--- src/rtl/datapath_bus_if.sv ---
// Control-unit / memory side bundle of the datapath: strobes, ALU op,
// memory ports and observed state returned to the controller.
interface datapath_bus_if #(
  parameter int WIDTH = 16
);
  logic [3:0]       read_en;
  logic [15:0]      write_en;
  logic [15:0]      inc_en;
  logic [15:0]      clr_en;
  logic [2:0]       alu_op;
  logic [WIDTH-1:0] z;
  logic [WIDTH-1:0] instruction;
  logic [WIDTH-1:0] im_addr;
  logic [WIDTH-1:0] im_rdata;
  logic [WIDTH-1:0] dm_addr;
  logic [WIDTH-1:0] dm_wdata;
  logic             dm_we;
  logic [WIDTH-1:0] dm_rdata;
  logic [WIDTH-1:0] bus_out;

  // Controller plus memories drive strobes and read data.
  modport master (
    output read_en, write_en, inc_en, clr_en, alu_op, im_rdata, dm_rdata,
    input  z, instruction, im_addr, dm_addr, dm_wdata, dm_we, bus_out
  );

  // The datapath consumes strobes and returns state.
  modport slave (
    input  read_en, write_en, inc_en, clr_en, alu_op, im_rdata, dm_rdata,
    output z, instruction, im_addr, dm_addr, dm_wdata, dm_we, bus_out
  );
endinterface

--- src/rtl/datapath_bus.sv ---
// Register file, shared bus and ALU executing control-unit strobes.
// Strobe map (write/inc/clr): 1 PC, 2 AR, 3 IR, 4 AC, 5 R, 6 R4, 7 R3,
// 8 R2, 9 R1; write-only extras: 11 DM write, 12 ALU->AC, 13 AC->R.
module datapath_bus #(
  parameter int WIDTH = 16
) (
  input logic           clk,
  input logic           rst,
  datapath_bus_if.slave dbus
);

  logic [WIDTH-1:0]   pc, ar, ir, ac, r, r1, r2, r3, r4;
  logic [WIDTH-1:0]   pc_n, ar_n, ir_n, ac_n, r_n, r1_n, r2_n, r3_n, r4_n;
  logic               z_q;
  logic [WIDTH-1:0]   bus;
  logic [WIDTH-1:0]   alu_y;
  logic [2*WIDTH-1:0] prod;
  logic [15:0]        we, inc, clr;
  logic               unused_strobes;

  assign we  = dbus.write_en;
  assign inc = dbus.inc_en;
  assign clr = dbus.clr_en;

  // Bits with no destination in this datapath (IM is read-only).
  assign unused_strobes = ^{we[0], we[10], we[15:14], inc[0], inc[15:10],
                            clr[0], clr[15:10]};

  // Clear beats write beats increment; otherwise hold.
  function automatic logic [WIDTH-1:0] next_val(
    input logic [WIDTH-1:0] cur,
    input logic [WIDTH-1:0] d,
    input logic             c,
    input logic             w,
    input logic             i
  );
    if (c)      return '0;
    else if (w) return d;
    else if (i) return cur + WIDTH'(1);
    else        return cur;
  endfunction

  // Bus source decode; reserved codes drive zero.
  always_comb begin
    bus = '0;
    case (dbus.read_en)
      4'd1:    bus = pc;
      4'd2:    bus = ar;
      4'd4:    bus = ir;
      4'd5:    bus = ac;
      4'd6:    bus = r;
      4'd7:    bus = r1;
      4'd8:    bus = r2;
      4'd9:    bus = r3;
      4'd10:   bus = r4;
      4'd12:   bus = dbus.dm_rdata;
      4'd13:   bus = dbus.im_rdata;
      default: bus = '0;
    endcase
  end

  assign prod = {{WIDTH{1'b0}}, ac} * {{WIDTH{1'b0}}, r};

  // ALU on A = AC, B = R; undefined ops pass AC through.
  always_comb begin
    alu_y = ac;
    case (dbus.alu_op)
      3'd1:    alu_y = ac + r;
      3'd2:    alu_y = ac - r;
      3'd3:    alu_y = prod[WIDTH-1:0];
      3'd4:    alu_y = {ac[WIDTH-2:0], 1'b0};
      default: alu_y = ac;
    endcase
  end

  // Next register values; AC->R takes the pre-edge AC, not the bus.
  always_comb begin
    pc_n = next_val(pc, bus, clr[1], we[1], inc[1]);
    ar_n = next_val(ar, bus, clr[2], we[2], inc[2]);
    ir_n = next_val(ir, bus, clr[3], we[3], inc[3]);
    ac_n = next_val(ac, we[12] ? alu_y : bus, clr[4], we[12] | we[4], inc[4]);
    r_n  = next_val(r, we[13] ? ac : bus, clr[5], we[13] | we[5], inc[5]);
    r4_n = next_val(r4, bus, clr[6], we[6], inc[6]);
    r3_n = next_val(r3, bus, clr[7], we[7], inc[7]);
    r2_n = next_val(r2, bus, clr[8], we[8], inc[8]);
    r1_n = next_val(r1, bus, clr[9], we[9], inc[9]);
  end

  // Register file and zero flag; reset overrides all strobes.
  always_ff @(posedge clk) begin
    if (rst) begin
      pc  <= '0;
      ar  <= '0;
      ir  <= '0;
      ac  <= '0;
      r   <= '0;
      r1  <= '0;
      r2  <= '0;
      r3  <= '0;
      r4  <= '0;
      z_q <= 1'b1;
    end else begin
      pc  <= pc_n;
      ar  <= ar_n;
      ir  <= ir_n;
      ac  <= ac_n;
      r   <= r_n;
      r1  <= r1_n;
      r2  <= r2_n;
      r3  <= r3_n;
      r4  <= r4_n;
      z_q <= (ac_n == '0);
    end
  end

  assign dbus.z           = {{(WIDTH-1){1'b0}}, z_q};
  assign dbus.instruction = ir;
  assign dbus.im_addr     = pc;
  assign dbus.dm_addr     = ar;
  assign dbus.dm_wdata    = bus;
  assign dbus.dm_we       = we[11];
  assign dbus.bus_out     = bus;

endmodule

--- src/flat_wrapper.sv ---
// flat-port wrapper written by rule: the top's interface ports become plain ports
module datapath_bus_flat 
#(
  parameter int WIDTH = 16
)
  (clk, rst, dbus_read_en, dbus_write_en, dbus_inc_en, dbus_clr_en, dbus_alu_op, dbus_im_rdata, dbus_dm_rdata, dbus_z, dbus_instruction, dbus_im_addr, dbus_dm_addr, dbus_dm_wdata, dbus_dm_we, dbus_bus_out);
  datapath_bus_if #(.WIDTH(WIDTH)) dbus_i ();
  input logic clk;
  input logic rst;
  input wire logic [$bits(dbus_i.read_en)-1:0] dbus_read_en;
  input wire logic [$bits(dbus_i.write_en)-1:0] dbus_write_en;
  input wire logic [$bits(dbus_i.inc_en)-1:0] dbus_inc_en;
  input wire logic [$bits(dbus_i.clr_en)-1:0] dbus_clr_en;
  input wire logic [$bits(dbus_i.alu_op)-1:0] dbus_alu_op;
  input wire logic [$bits(dbus_i.im_rdata)-1:0] dbus_im_rdata;
  input wire logic [$bits(dbus_i.dm_rdata)-1:0] dbus_dm_rdata;
  output wire logic [$bits(dbus_i.z)-1:0] dbus_z;
  output wire logic [$bits(dbus_i.instruction)-1:0] dbus_instruction;
  output wire logic [$bits(dbus_i.im_addr)-1:0] dbus_im_addr;
  output wire logic [$bits(dbus_i.dm_addr)-1:0] dbus_dm_addr;
  output wire logic [$bits(dbus_i.dm_wdata)-1:0] dbus_dm_wdata;
  output wire logic [$bits(dbus_i.dm_we)-1:0] dbus_dm_we;
  output wire logic [$bits(dbus_i.bus_out)-1:0] dbus_bus_out;
  assign dbus_i.read_en = dbus_read_en;
  assign dbus_i.write_en = dbus_write_en;
  assign dbus_i.inc_en = dbus_inc_en;
  assign dbus_i.clr_en = dbus_clr_en;
  assign dbus_i.alu_op = dbus_alu_op;
  assign dbus_i.im_rdata = dbus_im_rdata;
  assign dbus_i.dm_rdata = dbus_dm_rdata;
  assign dbus_z = dbus_i.z;
  assign dbus_instruction = dbus_i.instruction;
  assign dbus_im_addr = dbus_i.im_addr;
  assign dbus_dm_addr = dbus_i.dm_addr;
  assign dbus_dm_wdata = dbus_i.dm_wdata;
  assign dbus_dm_we = dbus_i.dm_we;
  assign dbus_bus_out = dbus_i.bus_out;
  datapath_bus #(.WIDTH(WIDTH)) u_core (.clk(clk), .rst(rst), .dbus(dbus_i));
endmodule
--- config.mk ---
export PLATFORM = sky130hd
export DESIGN_NAME = datapath_bus_flat
export DESIGN_NICKNAME = d
export VERILOG_FILES = /design/src/rtl/datapath_bus_if.sv /design/src/rtl/datapath_bus.sv /design/src/flat_wrapper.sv
export SDC_FILE = /design/constraint.sdc
export NUM_CORES = 1
export LEC_CHECK = 0
export ABC_AREA = 0
export CAP_MARGIN = 20
export CORE_MARGIN = 10
export CORE_UTILIZATION = 50
export CTS_CLUSTER_DIAMETER = 120
export DETAILED_ROUTE_END_ITERATION = 10
export GPL_TIMING_DRIVEN = 1
export PLACE_DENSITY = 0.75
export SLEW_MARGIN = 20
export SYNTH_ARGS = -nofsm -noshare
export SYNTH_HDL_FRONTEND = slang
export SYNTH_SLANG_ARGS = --single-unit
--- constraint.sdc ---
create_clock -name clk -period 6.3 [get_ports clk]
set_clock_uncertainty 0.2 [all_clocks]
set_input_delay 0.945 -clock clk [delete_from_list [all_inputs] [get_ports clk]]
set_output_delay 0.945 -clock clk [all_outputs]
set_load 0.02 [all_outputs]
== Yosys cells after proc, flatten, opt, wreduce, memory -nomap -nowiden ==
Index checks and enable logic that the tools add are counted.

* Bits in registers: 145

* Muxes and demuxes: 23
* Eq/ne operators: 15
* Multipliers: 1
* Bitwise logic cells: 2
* Add/sub/neg operators: 11
* Reductions and logical operators: 17

{| class="wikitable"
|+ Operators with widths
! kind !! number
|-
| two-way mux 16 bit || 21
|-
| case mux 16 bit (11 select lines) || 1
|-
| adder 16 x 1 -> 16 bit (second input constant) || 9
|-
| case mux 16 bit (4 select lines) || 1
|-
| equality test 4 bit (second input constant) || 5
|-
| adder 16 bit || 1
|-
| equality test 4 x 3 -> 1 bit (second input constant) || 4
|-
| zero test 16 bit || 1
|-
| multiplier 16 x 16 -> 16 bit || 1
|-
| nonzero test 2 bit || 8
|-
| OR reduction 2 bit || 8
|-
| subtractor 16 bit || 1
|-
| equality test 3 x 2 -> 1 bit (second input constant) || 2
|-
| equality test 4 x 1 -> 1 bit (second input constant) || 1
|-
| equality test 4 x 2 -> 1 bit (second input constant) || 1
|-
| equality test 3 x 1 -> 1 bit (second input constant) || 1
|-
| equality test 3 bit (second input constant) || 1
|-
| OR 1 bit || 2
|}

== Depth between registers and ports, before layout ==
* Depth after elaboration: 6
* Depth in mapped cells: 25
* Gate-level depth less buffers: 23

== Worst setup path before layout ==
OpenSTA, ideal clock, no wires.

* Path kind: register to register
* Start: register u_core.r[2]
* End: register u_core.z_q
* Slack: 0.104 ns
* Clock period less this slack: 6.196 ns
* Data required time: 6.012 ns
* Cell stages (with the launch flop): 23
* Data arrival time: 5.909 ns
* Path through: dfxtp_1 clkbuf_1 clkbuf_1 clkbuf_1 nand2_1 fa_1 fa_1 fa_1 inv_1 ha_1 fa_1 inv_1 fa_1 inv_1 ha_1 o211ai_1 and2_1 a311oi_1 o31ai_1 o221a_2 nor4_2 a31oi_1 nor4_2

* Longest elaborated chain between the ends: 6

{| class="wikitable"
|+ RTL lines
! what !! line !! text
|-
| start: declaration || datapath_bus.sv:12 || <nowiki>logic [WIDTH-1:0] pc, ar, ir, ac, r, r1, r2, r3, r4;</nowiki>
|-
| start signal: assignment || datapath_bus.sv:107 || <nowiki>r <= r_n;</nowiki>
|-
| multiplier 16 x 16 -> 16 bit, or another cell as far along || datapath_bus.sv:62 || <nowiki>assign prod = {{WIDTH{1'b0}}, ac} * {{WIDTH{1'b0}}, r};</nowiki>
|-
| case mux 16 bit (4 select lines) || datapath_bus.sv:67 || <nowiki>case (dbus.alu_op)</nowiki>
|-
| two-way mux 16 bit * || datapath_bus.sv:81 || <nowiki>ac_n = next_val(ac, we[12] ? alu_y : bus, clr[4], we[12] | we[4], inc[4]);</nowiki>
|-
| two-way mux 16 bit * || datapath_bus.sv:38 || <nowiki>else if (w) return d;</nowiki>
|-
| two-way mux 16 bit * || datapath_bus.sv:37 || <nowiki>if (c) return '0;</nowiki>
|-
| zero test 16 bit * || datapath_bus.sv:112 || <nowiki>z_q <= (ac_n == '0);</nowiki>
|-
| end signal: assignment || datapath_bus.sv:112 ||
|-
| end: declaration || datapath_bus.sv:14 || <nowiki>logic z_q;</nowiki>
|}

Every way passes the cells marked *; elsewhere a longest branch is shown, timed or not.
A chain may end at the register's enable or synchronous reset.

== Worst setup path after layout ==
* Start: register u_core.ac[7]
* End: register u_core.z_q

* Longest elaborated chain between the ends: 6

{| class="wikitable"
|+ RTL lines
! what !! line !! text
|-
| start: declaration || datapath_bus.sv:12 ||
|-
| start signal: assignment || datapath_bus.sv:106 || <nowiki>ac <= ac_n;</nowiki>
|-
| multiplier 16 x 16 -> 16 bit, or another cell as far along || datapath_bus.sv:62 ||
|-
| case mux 16 bit (4 select lines) || datapath_bus.sv:67 ||
|-
| two-way mux 16 bit || datapath_bus.sv:81 ||
|-
| two-way mux 16 bit * || datapath_bus.sv:38 ||
|-
| two-way mux 16 bit * || datapath_bus.sv:37 ||
|-
| zero test 16 bit * || datapath_bus.sv:112 ||
|}

Marked as above.

==> metrics <==
status=finished, final reports clean; CTS H-tree lvls=4; crit path to=u_core.z_q; Non-Filler Instances=between 2k and 2.5k; final instance area=around 18000 µm²; Core Box Area=about 31000 µm²; worst vdd ir=0.208 mV; FF-to-FF End=u_core.z_q; Reg-to-Reg Start=u_core.ac[7]; synthesis-to-finish area growth=16.3%; drt pass-1 iters=7; # port buffers=150; top post-synthesis cells by count=198 x nor2_1, 159 x nand2_1, 153 x inv_1; vias after detailed routing=roughly 16k; WHS Path Cells=3; layout net count=approximately 2.3k; # rows=64; EDFF count, synth=0; antenna violations before repair=1; placed cell count=roughly 2.4k; ranking of synthesized cells by area=dfxtp_1 19%, fa_1 10%, xnor2_1 7.9%; CP max-delay cell=fa_1; slew margin rel.=a little over a quarter; WP data arrival=just over 6000 ps; Achievable Freq=approximately 160 MHz; post-route minimum period=approximately 6100 ps; Root Buffer=clkbuf_16; Critical Path RT=between 6000 and 7000 ps; Die H=196 µm; flops & latches, synth=roughly 150; CTS tree=built; met1 Track Usage GR=approximately two fifths; worst path cell trace=and2_1, fa_1, inv_1, fa_1, fa_2, fa_1, inv_1, fa_1, inv_1, fa_1, inv_1, ha_4, inv_1, a311oi_2, buf_4, o31ai_2, o221a_2, nor4_4, a31oi_1, nor4_2; area of the mapped netlist=~15000 µm²; initial detailed-routing violation count=2127; Worst Reg-to-Reg Cells=20; vias in the first global route=~15k; DRT antenna net count=0; fin. max-slew vios=0; period utilisation layout=a little over nine tenths; Area after DPL=17300 µm²; Crit path depth=20; Min Hold Slack=386 ps; most numerous cell in the Yosys netlist=nor2_1; hpwl dp=around 45000 µm; CP Capture Type=flop; ys flop type=dfxtp_1; Die X=slightly below 200 µm; Skew-Pair Late Insertion Delay=440 ps; sequential area share after synthesis=a little under a fifth; Cell variety after synth=between 90 and 100; CTS Sinks=~150; drt wl/cell=about 24 µm; # hold bufs at CTS=0; layout cells sized above 1=under 10%; I/O pins=186; Hold/Removal Path Class=reg -> reg; final number of setup-violating endpoints=0; largest net degree at the start of global routing=43; grt ovf=0; cells after synthesis=~2.0k; share of flip-flops with an asynchronous set or reset=0%; Worst Max-Slew Pin Slew=between 1000 and 1500 ps; top cell type's share of synthesized area=18.8%; aggregate global-route resource usage=a little under a third; CTS Buf Count=17; Clk pin slew, worst setup/hold paths=approximately 70 ps; number of max-cap violations=0; final setup TNS=0 ps; GR peak layer=met2; Hold Vio Cnt, Final=0; Clock Tree Buf Depth=2; critical path peak fanout=7; fin util=58.8%; Routed WL=roughly 60000 µm; Crit path largest cell delay=540 ps; M2 GR Usage=between 40% and 50%; Top Family by Delay on Critical Path=adder cells; Final GP Congestion=between 1 and 1.5; global-route wire length before repair=90400 µm; Leakage Power=roughly 7.1 nW; syn avg cell area=7.81 µm²; met3 Usage GRT=between 7 and 8%; Crit Path Class=reg -> reg; cell taking the most area after synthesis=dfxtp_1; detailed-route DRC error count=0; DR vias/cell=~6.3; Worst Path Buf+Inv=6; CP Launch Type=flop; YS warnings=0; pwr dens=about 160 nW/µm²; Die Area=roughly 38000 µm²; fillers=approximately 2.8k; reg2reg setup slack=between 200 and 250 ps; Initial Util=about 51%; crit path from=u_core.ac[7]
[sequential cells by signal, summed over array words and instances (netlist names)]
signal                   cells
u_core.dbus.instruction     16
u_core.r3                   16
u_core.r1                   16
u_core.dbus.dm_addr         16
u_core.r4                   16
u_core.z_q                   1
u_core.r2                   16
u_core.ac                   16
u_core.dbus.im_addr         16
u_core.r                    16
[worst reg2reg max path, cell delays in order (launching register included)]
cell and delay (ps):
dfxtp_4 370, and2_1 180, fa_1 530, inv_1 50, fa_1 530, fa_2 440, fa_1 500, inv_1 70
fa_1 540, inv_1 60, fa_1 540, inv_1 70, ha_4 280, inv_1 50, a311oi_2 250, buf_4 170
o31ai_2 90, o221a_2 290, nor4_4 260, a31oi_1 130, nor4_2 370
[power by group]
| part | internal, W | leakage [nW] | switching (W) |
|---|---|---|---|
| sequential | 0.000956 | 1.19 | 0.0000747 |
| clock | 0.000564 | 0.264 | 0.000437 |
| combinational | 0.000354 | 5.66 | 0.000564 |
| total | 0.00187 | 7.12 | 0.00108 |
[kinds of logic after synthesis]
kind of cell | after synthesis | share of synthesized area [%]
adders and majority gates | 157 | 16.6
buffers and inverters | 334 | 9.27
xor gates and xnor gates | 181 | 10.3
other | 1 | 0.0243
DFF | 145 | 18.8
and+or+nand+nor | 697 | 22.3
AOI/OAI and AO/OA | 424 | 19.8
muxes | 41 | 2.86
[layout by cell type (no fill, tap or decap), types with 8 or more instances in the layout]
cell type / n
or2_2: 11
nor2_1: 198
ha_1: 69
a21oi_1: 65
nand4_1: 38
dfxtp_2: 9
a31oi_1: 9
nand2b_1: 8
o21ai_0: 37
nand2_1: 159
xnor2_1: 140
mux2_2: 10
nor2b_1: 32
nor3b_1: 9
inv_1: 152
a21o_1: 10
and2_1: 74
buf_4: 81
o22ai_1: 16
clkbuf_16: 17
dfxtp_1: 132
xor2_1: 40
o21a_1: 9
a221oi_1: 16
and3_1: 33
conb_1: 15
nor3_1: 31
nand3_1: 60
a211oi_1: 149
fa_1: 79
mux2i_1: 27
a22oi_1: 24
clkdlybuf4s50_1: 145
[routing by layer]
layer | vias to the layer above | routed length, µm
met3 | 175 | 7750
met5 | - | 0
met1 | 7528 | 24200
met2 | 1029 | 25900
met4 | 0 | 2350
li1 | 7000 | -
[through the flow]
stage | worst slack [ps] | power, W
6_report | 206 | 0.00295
5_1_grt | -40.9 | 0.00304
4_1_cts | 44.9 | 0.00290
3_5_place_dp | 74.5 | 0.00192
3_3_place_gp | 87.6 | 0.00191
2_1_floorplan | 104 | 0.00158
[layout make-up]
class / instances / area (µm²) / share of cell area (%)
multi-input cells: 1515 / 11300 / 62.8
flip-flops and latches: 145 / 2930 / 16.3
repair buffers: 234 / 2120 / 11.8
inverters: 155 / 582 / 3.23
well taps: 396 / 495 / 2.75
clock buffers: 20 / 457 / 2.54
clock inverters: 12 / 109 / 0.605
diodes: 1 / 2.50 / 0.0139
[worst min-delay path by stage]
stage | start | to
finish | u_core.r2[15] | u_core.r2[15]
detailed placement | u_core.r2[15] | u_core.r2[15]
global route | u_core.r4[15] | u_core.r4[15]
floorplan | u_core.r[15] | u_core.r[15]
CTS | u_core.r2[15] | u_core.r2[15]
global placement | u_core.r2[15] | u_core.r2[15]
[timing repair]
item,4_1_cts,5_1_grt
endpoints found under the hold margin,0,0
setup endpoints to repair,0,2
buffers inserted,0,3
resized for setup,0,37
(Power assumes the default switching activity.)
